### src/rtl/fuel_counter.sv
`default_nettype none
// +----------------------------------------------------------------------+
// | fuel_counter: 3-digit BCD fuel counter with speed-scaled drain,      |
// | refill, low-fuel blink and a sticky EMPTY state.  Rev 1.0            |
// +----------------------------------------------------------------------+
module fuel_counter #(
  parameter logic [11:0] INIT_VALUE    = 12'h100,
  parameter int          REFILL_TENS   = 2,
  parameter logic [11:0] LOW_THRESHOLD = 12'h020,
  parameter int          BLINK_TICKS   = 4
) (
  input  logic       clk,
  input  logic       resetN,
  input  logic       enable,
  input  logic [1:0] speed,
  input  logic       addFuel,
  input  logic       restart,
  output logic [3:0] Units,
  output logic [3:0] Tens,
  output logic [3:0] Hundreds,
  output logic       lowFuel,
  output logic       lowBlink,
  output logic       fuelEmpty
);

  typedef enum logic [0:0] {ST_RUN = 1'b0, ST_EMPTY = 1'b1} state_t;

  localparam int          c_cw     = $clog2(BLINK_TICKS + 1);
  localparam logic [4:0]  c_refill = 5'(REFILL_TENS);

  state_t           r_state, w_state_nxt;
  logic [3:0]       r_u, r_t, r_h;
  logic [3:0]       w_u_nxt, w_t_nxt, w_h_nxt;
  logic [c_cw-1:0]  r_cnt;
  logic             r_blink;

  logic [3:0] w_drain, w_u_sub, w_t_sub, w_h_sub, w_t_add;
  logic       w_b1, w_b2, w_floor, w_carry;
  logic [4:0] w_t_sum, w_h_sum;
  logic [3:0] w_u_run, w_t_run, w_h_run;
  logic       w_low_nxt;

  always_comb begin
    w_drain = enable ? {2'b00, speed} : 4'd0;

    // Drain first: borrow ripples Units -> Tens -> Hundreds, floor at 000.
    if (r_u < w_drain) begin
      w_u_sub = r_u + 4'd10 - w_drain;
      w_b1    = 1'b1;
    end else begin
      w_u_sub = r_u - w_drain;
      w_b1    = 1'b0;
    end
    if (w_b1 && r_t == 4'd0) begin
      w_t_sub = 4'd9;
      w_b2    = 1'b1;
    end else begin
      w_t_sub = r_t - {3'b000, w_b1};
      w_b2    = 1'b0;
    end
    w_floor = w_b2 && (r_h == 4'd0);
    w_h_sub = r_h - {3'b000, w_b2};
    if (w_floor) begin
      w_u_sub = 4'd0;
      w_t_sub = 4'd0;
      w_h_sub = 4'd0;
    end

    // Then refill into Tens, carry into Hundreds, saturate at 999.
    w_t_sum = {1'b0, w_t_sub} + (addFuel ? c_refill : 5'd0);
    if (w_t_sum > 5'd9) begin
      w_t_add = 4'(w_t_sum - 5'd10);
      w_carry = 1'b1;
    end else begin
      w_t_add = w_t_sum[3:0];
      w_carry = 1'b0;
    end
    w_h_sum = {1'b0, w_h_sub} + {4'b0000, w_carry};
    if (w_h_sum > 5'd9) begin
      w_u_run = 4'd9;
      w_t_run = 4'd9;
      w_h_run = 4'd9;
    end else begin
      w_u_run = w_u_sub;
      w_t_run = w_t_add;
      w_h_run = w_h_sum[3:0];
    end
  end

  always_comb begin
    w_state_nxt = r_state;
    w_u_nxt     = r_u;
    w_t_nxt     = r_t;
    w_h_nxt     = r_h;
    if (restart) begin
      w_state_nxt = ST_RUN;
      {w_h_nxt, w_t_nxt, w_u_nxt} = INIT_VALUE;
    end else if (r_state == ST_RUN) begin
      w_u_nxt = w_u_run;
      w_t_nxt = w_t_run;
      w_h_nxt = w_h_run;
      if ({w_h_run, w_t_run, w_u_run} == 12'h000)
        w_state_nxt = ST_EMPTY;
    end
    w_low_nxt = (w_state_nxt == ST_RUN) &&
                ({w_h_nxt, w_t_nxt, w_u_nxt} < LOW_THRESHOLD);
  end

  always_ff @(posedge clk or negedge resetN) begin
    if (!resetN) begin
      r_state           <= ST_RUN;
      {r_h, r_t, r_u}   <= INIT_VALUE;
      r_cnt             <= '0;
      r_blink           <= 1'b0;
    end else begin
      r_state <= w_state_nxt;
      r_u     <= w_u_nxt;
      r_t     <= w_t_nxt;
      r_h     <= w_h_nxt;
      // Blink clears on the same edge lowFuel drops; only ticks seen while low count.
      if (restart || !w_low_nxt) begin
        r_cnt   <= '0;
        r_blink <= 1'b0;
      end else if (enable && lowFuel) begin
        if (r_cnt == c_cw'(BLINK_TICKS - 1)) begin
          r_cnt   <= '0;
          r_blink <= ~r_blink;
        end else begin
          r_cnt <= r_cnt + 1'b1;
        end
      end
    end
  end

  assign Units     = r_u;
  assign Tens      = r_t;
  assign Hundreds  = r_h;
  assign fuelEmpty = (r_state == ST_EMPTY);
  assign lowFuel   = (r_state == ST_RUN) && ({r_h, r_t, r_u} < LOW_THRESHOLD);
  assign lowBlink  = r_blink;

endmodule
`default_nettype wire
### config.mk
export PLATFORM = sky130hd
export DESIGN_NAME = fuel_counter
export DESIGN_NICKNAME = d
export VERILOG_FILES = /design/src/rtl/fuel_counter.sv
export SDC_FILE = /design/constraint.sdc
export NUM_CORES = 1
export LEC_CHECK = 0
export CAP_MARGIN = 20
export CORE_ASPECT_RATIO = 1.75
export CORE_MARGIN = 2
export CORE_UTILIZATION = 57
export CTS_BUF_LIST = sky130_fd_sc_hd__clkbuf_2
export DETAILED_ROUTE_END_ITERATION = 8
export HOLD_SLACK_MARGIN = 0.12
export PLACE_DENSITY = 0.79
export SETUP_SLACK_MARGIN = 0.2
export SYNTH_ARGS = -nofsm -noshare
export SYNTH_HDL_FRONTEND = slang
export SYNTH_SLANG_ARGS = --single-unit
### constraint.sdc
create_clock -name clk -period 6.3 [get_ports clk]
set_clock_uncertainty 0.1 [all_clocks]
set_input_delay 0.63 -clock clk [delete_from_list [all_inputs] [get_ports clk]]
set_output_delay 0.63 -clock clk [all_outputs]
set_load 0.05 [all_outputs]
## Word level (Yosys, flattened, before mapping)

Cells that the tools add are included.

- $add $sub $neg: 9
- Order comparisons: 5
- Equal/unequal tests: 1
- Muxes and demuxes: 29
- Bitwise logic cells: 3
- Reductions and logical operators: 13

Operators with widths:

| cell | count |
|---|---|
| $mux W4 | 15 |
| $lt A12 B6 Y1 const B | 2 |
| $logic_not A12 Y1 | 1 |
| $gt A5 B4 Y1 const B | 2 |
| $mux W1 | 9 |
| $mux W3 | 3 |
| $logic_not A4 Y1 | 2 |
| $sub A4 B1 Y4 | 2 |
| $sub A4 B2 Y4 | 2 |
| $add A4 B1 Y5 | 1 |
| $add A4 B2 Y5 | 1 |
| $logic_and A1 B1 Y1 | 5 |
| $add A4 B4 Y4 const B | 1 |
| $lt A4 B2 Y1 | 1 |
| $mux W2 | 2 |
| $reduce_bool A2 Y1 | 2 |
| $sub A4 B4 Y4 const B | 1 |
| $add A3 B1 Y3 const B | 1 |
| $eq A3 B2 Y1 const B | 1 |
| $not A1 Y1 | 3 |
| $reduce_and A2 Y1 | 1 |
| $logic_not A1 Y1 | 1 |
| $logic_or A1 B1 Y1 | 1 |

- Register bits after elaboration: 17
- Bits of input ports: 7
- Output and inout port bits: 15
- Logic and storage cells: 66

## Depth between registers and ports, before layout

Gate-level depths: netlist of the first run.

- Word-level depth: 23
- Depth in mapped cells: 23
- Gate-level depth less buffers: 22

## Least setup slack after synthesis of the first run

OpenSTA, ideal clock, no wires.

- Path kind: input to register
- Start point: input speed[0]
- End point: register r_blink, in the netlist lowBlink
- Setup time: 0.101 ns
- Arrival: 5.065 ns
- Required time: 6.099 ns
- Setup slack: 1.034 ns
- Stages on the path: 22
- Buffers on the path: 1
- Cell sequence: and2_1 ha_1 fa_1 and2_1 clkbuf_1 ha_1 ha_1 nor2_1 ha_1 ha_1 inv_1 ha_1 o21a_1 o31ai_2 ha_1 ha_1 a21oi_1 o211ai_2 o2111ai_1 a211oi_2 o211ai_2 nor4_1

- Longest elaborated chain between the ends: 23
- Elaborated cells between the ends (all ways): 44
- Classes of those cells: add/sub: 7; order compare: 4; mux: 23; bitwise: 1; reduce/logical: 9

Ends and longest elaborated chain:

| what | line | source |
|---|---|---|
| start: declaration | 15 | `input logic [1:0] speed,` |
| $mux W2 * | 44 | `w_drain = enable ? {2'b00, speed} : 4'd0;` |
| branches (longest 17 deep; another with $add A4 B2 Y5) | -- |  |
| $logic_and A1 B1 Y1 * | 105 | `w_low_nxt = (w_state_nxt == ST_RUN) &&` |
| $logic_not A1 Y1 * | 121 | `if (restart \|\| !w_low_nxt) begin` |
| $logic_or A1 B1 Y1 * | 121 |  |
| $reduce_bool A2 Y1 (no source line) | -- |  |
| $reduce_and A2 Y1 (no source line) | -- |  |
| end signal: assignment | 127 | `r_blink <= ~r_blink;` |
| end: declaration | 35 | `logic r_blink;` |

Every way passes the cells marked *.
A chain may end at the register's enable or synchronous reset.

## Final worst setup path of the first run

- Start point: input enable
- End point: register r_blink, in the netlist lowBlink

- Longest elaborated chain between the ends: 23
- Elaborated cells between the ends (all ways): 45
- Classes of those cells: add/sub: 7; order compare: 4; mux: 23; bitwise: 1; reduce/logical: 10

Ends and longest elaborated chain:

| what | line | source |
|---|---|---|
| start: declaration | 14 | `input logic enable,` |
| branches (longest 23 deep; another with $add A4 B2 Y5) | -- |  |

Parallel ways; which one is timed is not known.

==> results of run 1 <==
## power by group
part	internal [mW]	switching, mW
sequential	0.137	0.0447
combinational	0.317	0.488
clock	0.0168	0.0371
## critical path, stage by stage
cell and delay (ps):
clkdlybuf4s50_1 430, and2_1 160, ha_1 200, fa_1 480
and2_1 270, ha_1 250, ha_1 290, nor2_1 40
ha_1 210, ha_1 370, inv_1 60, ha_1 230
o21a_1 160, o31ai_2 260, ha_1 230, nand3b_1 160
o31a_1 340, a211oi_1 300, o311ai_1 160, a211oi_2 210
o211ai_2 150, nor4_1 270
## state kept, by name (all words and copies together) (netlist names)
name       count
Hundreds       4
fuelEmpty      1
Tens           4
Units          4
lowBlink       1
r_cnt          3
## synth_stat cells, types with 2 or more instances
library cell,count,area share
nor4_1,6,0.023
xnor2_1,5,0.027
o211ai_1,2,0.0092
nor2_1,17,0.039
xor2_1,4,0.022
and2_1,4,0.015
o21ai_0,3,0.0092
dfrtp_1,16,0.25
a221oi_1,2,0.011
nand3_1,6,0.018
ha_1,15,0.12
inv_1,19,0.044
nor2b_1,2,0.0077
mux2i_1,5,0.031
a21oi_1,10,0.031
nor3_1,9,0.028
and3b_1,2,0.011
o211ai_2,3,0.023
a211oi_1,2,0.0092
o31a_1,2,0.011
nand4b_1,2,0.011
clkbuf_1,2,0.0046
nand2_1,15,0.035
fa_1,2,0.025
## cells by family (layout without fill, tap and decap cells)
kind of cell | Yosys count | after routing | synth area share
AOI/OAI and AO/OA | 41 | 41 | 0.1982
xor gates and xnor gates | 9 | 9 | 0.04838
adders and majority gates | 17 | 17 | 0.1398
buffers and inverters | 23 | 47 | 0.05607
DFF | 17 | 17 | 0.2619
muxes | 5 | 5 | 0.03072
and+or+nand+nor | 76 | 76 | 0.2650
## per-layer routing
metal	vias to the layer above	wire length, microns	GRT usage
met3	22	232	0.05276
met1	757	1633	0.2980
met5	-	0	0
met4	0	155	0.1785
li1	739	-	-
met2	83	2459	0.5670
## worst max-delay path by stage
stage                     slack [ps]      from  depth (start not counted)                    to
after detailed placement         290    enable                         22  r_cnt[0]$_DFFE_PN0P_
after global routing             310    enable                         23  lowBlink$_DFFE_PN0P_
after floorplan                 1030  speed[0]                         22  lowBlink$_DFFE_PN0P_
after CTS                        620    enable                         22  lowBlink$_DFFE_PN0P_
after global placement           450    enable                         21  r_cnt[1]$_DFFE_PN0P_
final                            560    enable                         22  lowBlink$_DFFE_PN0P_
## cell type report
class / count / area (sq um)
multi-input cells: 148 / 1111
clock buffers: 4 / 20.02
flip-flops and latches: 17 / 426.7
well taps: 27 / 33.78
inverters: 19 / 71.32
fillers: 214 / 825.8
repair buffers: 24 / 232.7
## through the flow
| stage | power (mW) | std cells | worst slack, ps |
|---|---|---|---|
| final | 1.041 | 239 | 556.0 |
| after global routing | 1.119 | 239 | 307.1 |
| after CTS | 1.028 | 239 | 617.1 |
| after detailed placement | 0.9739 | 235 | 286.8 |
| after global placement | 0.9433 | 235 | 450.3 |
| after floorplan | 0.7677 | 188 | 1034 |
==> flow_metrics.tcl, run 1 <==
set metrics [dict create \
    port-buffer-count 21 \
    syn_area_per_cell_sq_um 8.665 \
    required_ps 6410 \
    drt-initial-drc-count 56 \
    numCtsBuffers 3 \
    ant_nets 0 \
    root_buffer "clkbuf_2" \
    num_io_pins 22 \
    die_h_microns 74.72 \
    clk_pin_slew_ps 160 \
    core_area_sq_um 2721 \
    start_util 0.5986 \
    powerDensity_nw_per_um2 549.2 \
    dpl_cell_area_sq_um 1876 \
    viasPerCell 6.699 \
    seq_area_frac_synth 0.2619 \
    synth_fp_nets 212 \
    drive_above_1_share 0.1085 \
    cts_tree "built" \
    antenna_cells 0 \
    setup_viol 0 \
    chipWidth_microns 44.41 \
    cts_buffer_depth 2 \
    regToRegEndpoint "lowBlink$_DFFE_PN0P_" \
    hold_start "lowBlink$_DFFE_PN0P_" \
    clk_latency_ps 310 \
    hold_viol 0 \
    dr_total_vias 1601 \
    nNetsFinal 237 \
    whs_endpoint "lowBlink$_DFFE_PN0P_" \
    drt_wl_total_mm 4.480 \
    antenna_found_initial 0 \
    drv_cap 0 \
    grt_overflow 0 \
    max_freq_mhz 174.1 \
    grt_usage 0.3024 \
    yosysWarnings 0 \
    synth-edff-count 0 \
    ir_drop_mv 0.3116 \
    slew_violations 0 \
    synth_ff_type "dfrtp_1" \
    netlist_area_sq_um 1629 \
    async_reset_ff_frac 1.000 \
    synth_cell_types 57 \
    post-cts-setup-buffers 0 \
    hold_class "reg -> reg" \
    final_common_cell "clkdlybuf4s50_1" \
    rr_worst_depth 21 \
    grt_pass1_wl_mm 7.348 \
    rr_startpoint "Units[0]$_DFFE_PN0P_" \
    synth-seq-cells 17 \
    rsz0062_at_grt "no" \
    route.detailed.drc 0 \
    final_core_util 0.6966 \
    clkSinkCount 17 \
    worst_setup_path_end_kind "register" \
    areaGrowthSynthToFinish_pct 16.36 \
    place.gp.congestion 0.9709 \
    final_area_sq_um 1896 \
    whs_path_depth 2 \
    cts_resized 0 \
    rows 25 \
    cp_max_fo 7 \
    whs_ps 491.8 \
    worst_pin_slew_ps 795.7 \
    final_cell_mix "clkdlybuf4s50_1, inv_1, nor2_1" \
    wire_per_inst_microns 18.74 \
    r2r_slack_ps 1010 \
    first_global_vias 1725 \
    postSynthCellCount 188 \
    arrival_ps 5850 \
    post-route-period-util 0.9117 \
    p_leak_nw 0.8460 \
    finalCriticalPeriod_ps 5744 \
    cp-start-kind "primary input" \
    cts_max_level 1 \
    status "finished, final reports clean" \
    relSlewSlack 0.4679 \
    grt_max_degree 18 \
    postCtsHoldBufs 0 \
    path_class "in -> reg" \
    dieArea_sq_um 3318 \
    first_pass_iters 8 \
    finalSetupTns_ps 0 \
    dp_hpwl_mm 3.545 \
]
(Power assumes the default switching activity.)
==> inputs of run 2 (changes only) <==
- clock period: 6.3 -> 6.01 ns (I/O delays scaled with it)
==> run 2 against run 1 <==
Compared with the run above:
- combinational power up 6.1%
- routed wire length down 2.4%
- register-to-register slack worse by 140 ps
- clock-buffer cell count down 1
- first-iteration DRC count up 34%
- power up 5.7%
- final cell count unchanged
- global-route usage down 0.86 points
- critical path depth up 1
- die area unchanged
- via count down 1.3%
- clock power up 5.8%
- highest routed layer unchanged
==> flow_metrics.tcl, run 2 (synthesis gave the netlist of run 1 again) <==
set metrics [dict create \
    max_freq_mhz 180.6 \
    hold_viol 0 \
    dp_hpwl_mm 3.466 \
    rsz0062_at_grt "no" \
    wire_per_inst_microns 18.30 \
    dieArea_sq_um 3318 \
    relSlewSlack 0.4412 \
    dpl_cell_area_sq_um 1876 \
    grt_max_degree 18 \
    post-cts-setup-buffers 0 \
    p_leak_nw 0.8472 \
    clk_latency_ps 330 \
    cp_max_fo 8 \
    regToRegEndpoint "r_cnt[0]$_DFFE_PN0P_" \
    clk_pin_slew_ps 180 \
    cts_max_level 1 \
    worst_pin_slew_ps 835.6 \
    required_ps 6160 \
    powerDensity_nw_per_um2 571.3 \
    finalSetupTns_ps 0 \
    core_area_sq_um 2721 \
    slew_violations 0 \
    worst_setup_path_end_kind "register" \
    path_class "in -> reg" \
    cts_buffer_depth 2 \
    cts_tree "built" \
    hold_start "Units[1]$_DFFE_PN0P_" \
    start_util 0.5986 \
    status "finished, final reports clean" \
    die_h_microns 74.72 \
    hold_class "reg -> reg" \
    crit_start "enable" \
    viasPerCell 6.611 \
    num_io_pins 22 \
    antenna_cells 0 \
    root_buffer "clkbuf_2" \
    route.detailed.drc 0 \
    place_inst 235 \
    final_core_util 0.7080 \
    grt_usage 0.2937 \
    chipWidth_microns 44.41 \
    final_area_sq_um 1927 \
    final_cell_mix "clkdlybuf4s50_1, inv_1, nor2_1" \
    fillCellCount 225 \
    numCtsBuffers 3 \
    ant_nets 0 \
    first_pass_iters 4 \
    antenna_found_initial 0 \
    first_global_vias 1566 \
    grt_pass1_wl_mm 7.065 \
    port-buffer-count 21 \
    drv_cap 0 \
    whs_ps 503.9 \
    drt_wl_total_mm 4.374 \
    final_common_cell "clkdlybuf4s50_1" \
    whs_path_depth 2 \
    areaGrowthSynthToFinish_pct 18.28 \
    cp-start-kind "primary input" \
    place.gp.congestion 1.001 \
    post-route-period-util 0.9214 \
    drive_above_1_share 0.1274 \
    arrival_ps 5680 \
    rr_worst_depth 22 \
    setup_viol 0 \
    rr_startpoint "Units[0]$_DFFE_PN0P_" \
    finalCriticalPeriod_ps 5538 \
    drt-initial-drc-count 75 \
    r2r_slack_ps 870 \
    ir_drop_mv 0.3342 \
    dr_total_vias 1580 \
    rows 25 \
    nNetsFinal 237 \
    whs_endpoint "Units[1]$_DFFE_PN0P_" \
    grt_overflow 0 \
    clkSinkCount 17 \
    final_cells 239 \
]
## run 2: how the worst max path moves through the flow
stage | endpoint | slack, ps | cells past startpoint
detailed placement | lowBlink$_DFFE_PN0P_ | 50 | 21
global placement | r_cnt[1]$_DFFE_PN0P_ | 280 | 21
finish | r_cnt[0]$_DFFE_PN0P_ | 470 | 23
global route | r_cnt[0]$_DFFE_PN0P_ | 180 | 23
floorplan | lowBlink$_DFFE_PN0P_ | 760 | 22
CTS | r_cnt[1]$_DFFE_PN0P_ | 400 | 21
## run 2: stage by stage
stage | worst slack (ps) | power, mW
after floorplan | 755.9 | 0.8047
after global placement | 275.9 | 0.9901
after detailed placement | 45.80 | 1.014
after CTS | 397.2 | 1.073
after global routing | 178.6 | 1.188
final | 472.3 | 1.101
## run 2: cell type report
class,count,area [sq um],share of cell area
Tap cell,27,33.78,0.01753
Clock buffer,3,15.01,0.007792
Clock inverter,1,5.005,0.002597
Inverter,19,71.32,0.03701
Sequential cell,17,426.7,0.2214
Timing Repair Buffer,24,232.7,0.1208
Multi-Input combinational cell,148,1142,0.5929
## run 2: report_power, final
part | total (mW) | internal, mW | switching [mW]
registers | 0.190 | 0.144 | 0.0461
logic | 0.854 | 0.342 | 0.511
clock network | 0.0570 | 0.0151 | 0.0419
total | 1.10 | 0.502 | 0.599
## run 2: per-layer routing
layer | up-vias | wire length, microns | track usage
met4 | 0 | 221 | 0.1852
li1 | 740 | - | -
met2 | 64 | 2385 | 0.5588
met5 | - | 0 | 0
met1 | 755 | 1576 | 0.2879
met3 | 21 | 192 | 0.03357
## run 2: timing repair
item / CTS / global route
gates resized for setup: 0 / 5
endpoints found under the setup margin: 0 / 3
hold buffers: 0 / 0
## run 2: critical path: stages
cell             delay (ps)
clkdlybuf4s50_1         440
and2_1                  160
ha_1                    200
fa_1                    380
and2_1                  230
ha_1                    240
ha_1                    290
nor2_1                   40
ha_1                    210
ha_2                    390
inv_1                    60
ha_1                    230
o21a_1                  150
o31ai_2                 250
ha_1                    230
nand3b_1                170
o31a_1                  340
o211ai_2                120
buf_4                   230
nand2_1                  70
mux2i_1                 180
o22ai_2                 150
nor4_1                  320
==> inputs of run 3 (changes only) <==
- PLACE_DENSITY: 0.79 -> default
- PLACE_DENSITY_LB_ADDON: default -> 0.25
==> run 3 against run 2 <==
Compared with the run above:
- register-to-register slack hardly changed
- via count fell by 0.38%
- combinational power down 1%
- final cell count grew 0.42%
- die area unchanged
- critical path depth down 1
==> flow_metrics.tcl, run 3 (synthesis gave the netlist of run 1 again) <==
set metrics [dict create \
    finalSetupTns_ps 0 \
    nNetsFinal 238 \
    regToRegEndpoint "r_cnt[0]$_DFFE_PN0P_" \
    cts_max_level 1 \
    first_global_vias 1653 \
    finalCriticalPeriod_ps 5536 \
    ant_nets 0 \
    setup_viol 0 \
    num_io_pins 22 \
    chipWidth_microns 44.41 \
    slowest_delay_ps 450 \
    grt_pass1_wl_mm 7.224 \
    whs_ps 482.7 \
    r2r_slack_ps 880 \
    core_area_sq_um 2721 \
    relSlewSlack 0.4771 \
    rr_worst_depth 21 \
    drive_above_1_share 0.1268 \
    die_h_microns 74.72 \
    antenna_found_initial 0 \
    path_delay_family "adder cells" \
    place.gp.congestion 0.9966 \
    p_leak_nw 0.8486 \
    clkSinkCount 17 \
    cp-start-kind "primary input" \
    drt_wl_total_mm 4.289 \
    dp_hpwl_mm 3.462 \
    arrival_ps 5680 \
    postCtsHoldBufs 0 \
    ir_drop_mv 0.3316 \
    powerDensity_nw_per_um2 568.1 \
    post-route-period-util 0.9212 \
    slew_violations 0 \
    fillCellCount 223 \
    antenna_cells 0 \
    status "finished, final reports clean" \
    start_util 0.5986 \
    clk_pin_slew_ps 160 \
    required_ps 6160 \
    cp-endpoint "r_cnt[0]$_DFFE_PN0P_" \
    crit_chain "clkdlybuf4s50_1 > and2_1 > ha_1 > fa_1 > and2_1 > ha_1 > ha_1 > nor2_1 > ha_1 > ha_1 > inv_1 > ha_1 > o21a_1 > o31ai_2 > ha_1 > nand3b_1 > o31a_1 > a211oi_1 > o311ai_1 > a211oi_2 > o211ai_2 > nor4_2" \
    grt_max_degree 18 \
    rows 25 \
    dieArea_sq_um 3318 \
    max_freq_mhz 180.6 \
    dr_total_vias 1574 \
    final_common_cell "clkdlybuf4s50_1" \
    drv_cap 0 \
    first_pass_iters 4 \
    numCtsBuffers 3 \
    cp_num_cells 22 \
    clk_latency_ps 340 \
    grt_usage 0.2945 \
    port-buffer-count 21 \
    route.detailed.drc 0 \
    worst_setup_path_end_kind "register" \
    hold_class "reg -> reg" \
    cts_tree "built" \
    cp_max_fo 5 \
    rr_startpoint "Units[0]$_DFFE_PN0P_" \
    root_buffer "clkbuf_2" \
    crit_start "enable" \
    viasPerCell 6.558 \
    hold_viol 0 \
    path_class "in -> reg" \
    final_cell_mix "clkdlybuf4s50_1, inv_1, nor2_1" \
    crit_buf_inv 2 \
    rsz0062_at_grt "no" \
    grt_overflow 0 \
    areaGrowthSynthToFinish_pct 17.74 \
    worst_pin_slew_ps 781.8 \
    wire_per_inst_microns 17.87 \
    cts_buffer_depth 2 \
    path_common_cell "ha_1" \
    slowest_stage "clkdlybuf4s50_1" \
    drt-initial-drc-count 81 \
]
==> run 3: changes by cell type in the layout (fill, tap and decap cells not counted) <==
cell     change
nor4_4       -1
o32ai_1      +1
o32ai_2      -1
nor4_2       +1
buf_4        +1
==> run 3: routing by layer <==
metal | vias to the layer above | global-route usage | wire (microns) | part of all wire
met4 | 0 | 0.1987 | 215 | 0.050
met3 | 24 | 0.03118 | 197 | 0.046
li1 | 741 | - | - | -
met5 | - | 0 | 0 | 0
met1 | 743 | 0.2842 | 1467 | 0.34
met2 | 66 | 0.5605 | 2408 | 0.56
==> run 3: cell type report <==
class | count | area, sq um | area share
Inverter | 19 | 71.32 | 0.03718
Sequential cell | 17 | 426.7 | 0.2224
Clock inverter | 1 | 5.005 | 0.002609
Multi-Input combinational cell | 148 | 1126 | 0.5871
Tap cell | 27 | 33.78 | 0.01761
Clock buffer | 3 | 15.01 | 0.007828
Timing Repair Buffer | 25 | 240.2 | 0.1252
==> run 3: metrics by stage <==
step                      instance area [sq um]  setup slack (ps)  cells  utilization  power (mW)
after global routing                       1918             175.2    240       0.7048       1.173
final                                      1918             473.6    240       0.7048       1.090
after global placement                     1883             350.3    236       0.6920      0.9885
after CTS                                  1903             447.6    240       0.6993       1.078
after detailed placement                   1883             121.0    236       0.6920       1.019
after floorplan                            1629             755.9    188            -      0.8047
==> run 3: worst min-delay path by stage <==
| stage | start | to | slack, ps | depth (start not counted) |
|---|---|---|---|---|
| finish | r_cnt[2]$_DFFE_PN0P_ | r_cnt[2]$_DFFE_PN0P_ | 480 | 2 |
| global route | r_cnt[2]$_DFFE_PN0P_ | r_cnt[2]$_DFFE_PN0P_ | 490 | 2 |
| CTS | r_cnt[2]$_DFFE_PN0P_ | r_cnt[2]$_DFFE_PN0P_ | 470 | 2 |
| detailed placement | r_cnt[2]$_DFFE_PN0P_ | r_cnt[2]$_DFFE_PN0P_ | 450 | 2 |
| global placement | r_cnt[2]$_DFFE_PN0P_ | r_cnt[2]$_DFFE_PN0P_ | 450 | 2 |
| floorplan | resetN | Hundreds[1]$_DFF_PN0_ | 210 | 0 |
==> run 3: tightest hold or removal path, cell delays in order (launching register included) <==
cell and delay, ps:
dfrtp_1 430, o21ai_0 90, nor4_1 50
==> run 3: power by group <==
group	internal, mW	switching, mW	leakage (nW)	total (mW)
clock	0.0150	0.0403	0.0164	0.0553
sequential	0.144	0.0452	0.227	0.189
combinational	0.336	0.509	0.605	0.845
total	0.495	0.595	0.849	1.09
==> run 3: what timing repair did <==
action	CTS	global route
resized for setup	0	3
setup buffers	0	0
endpoints found under the setup margin	0	2
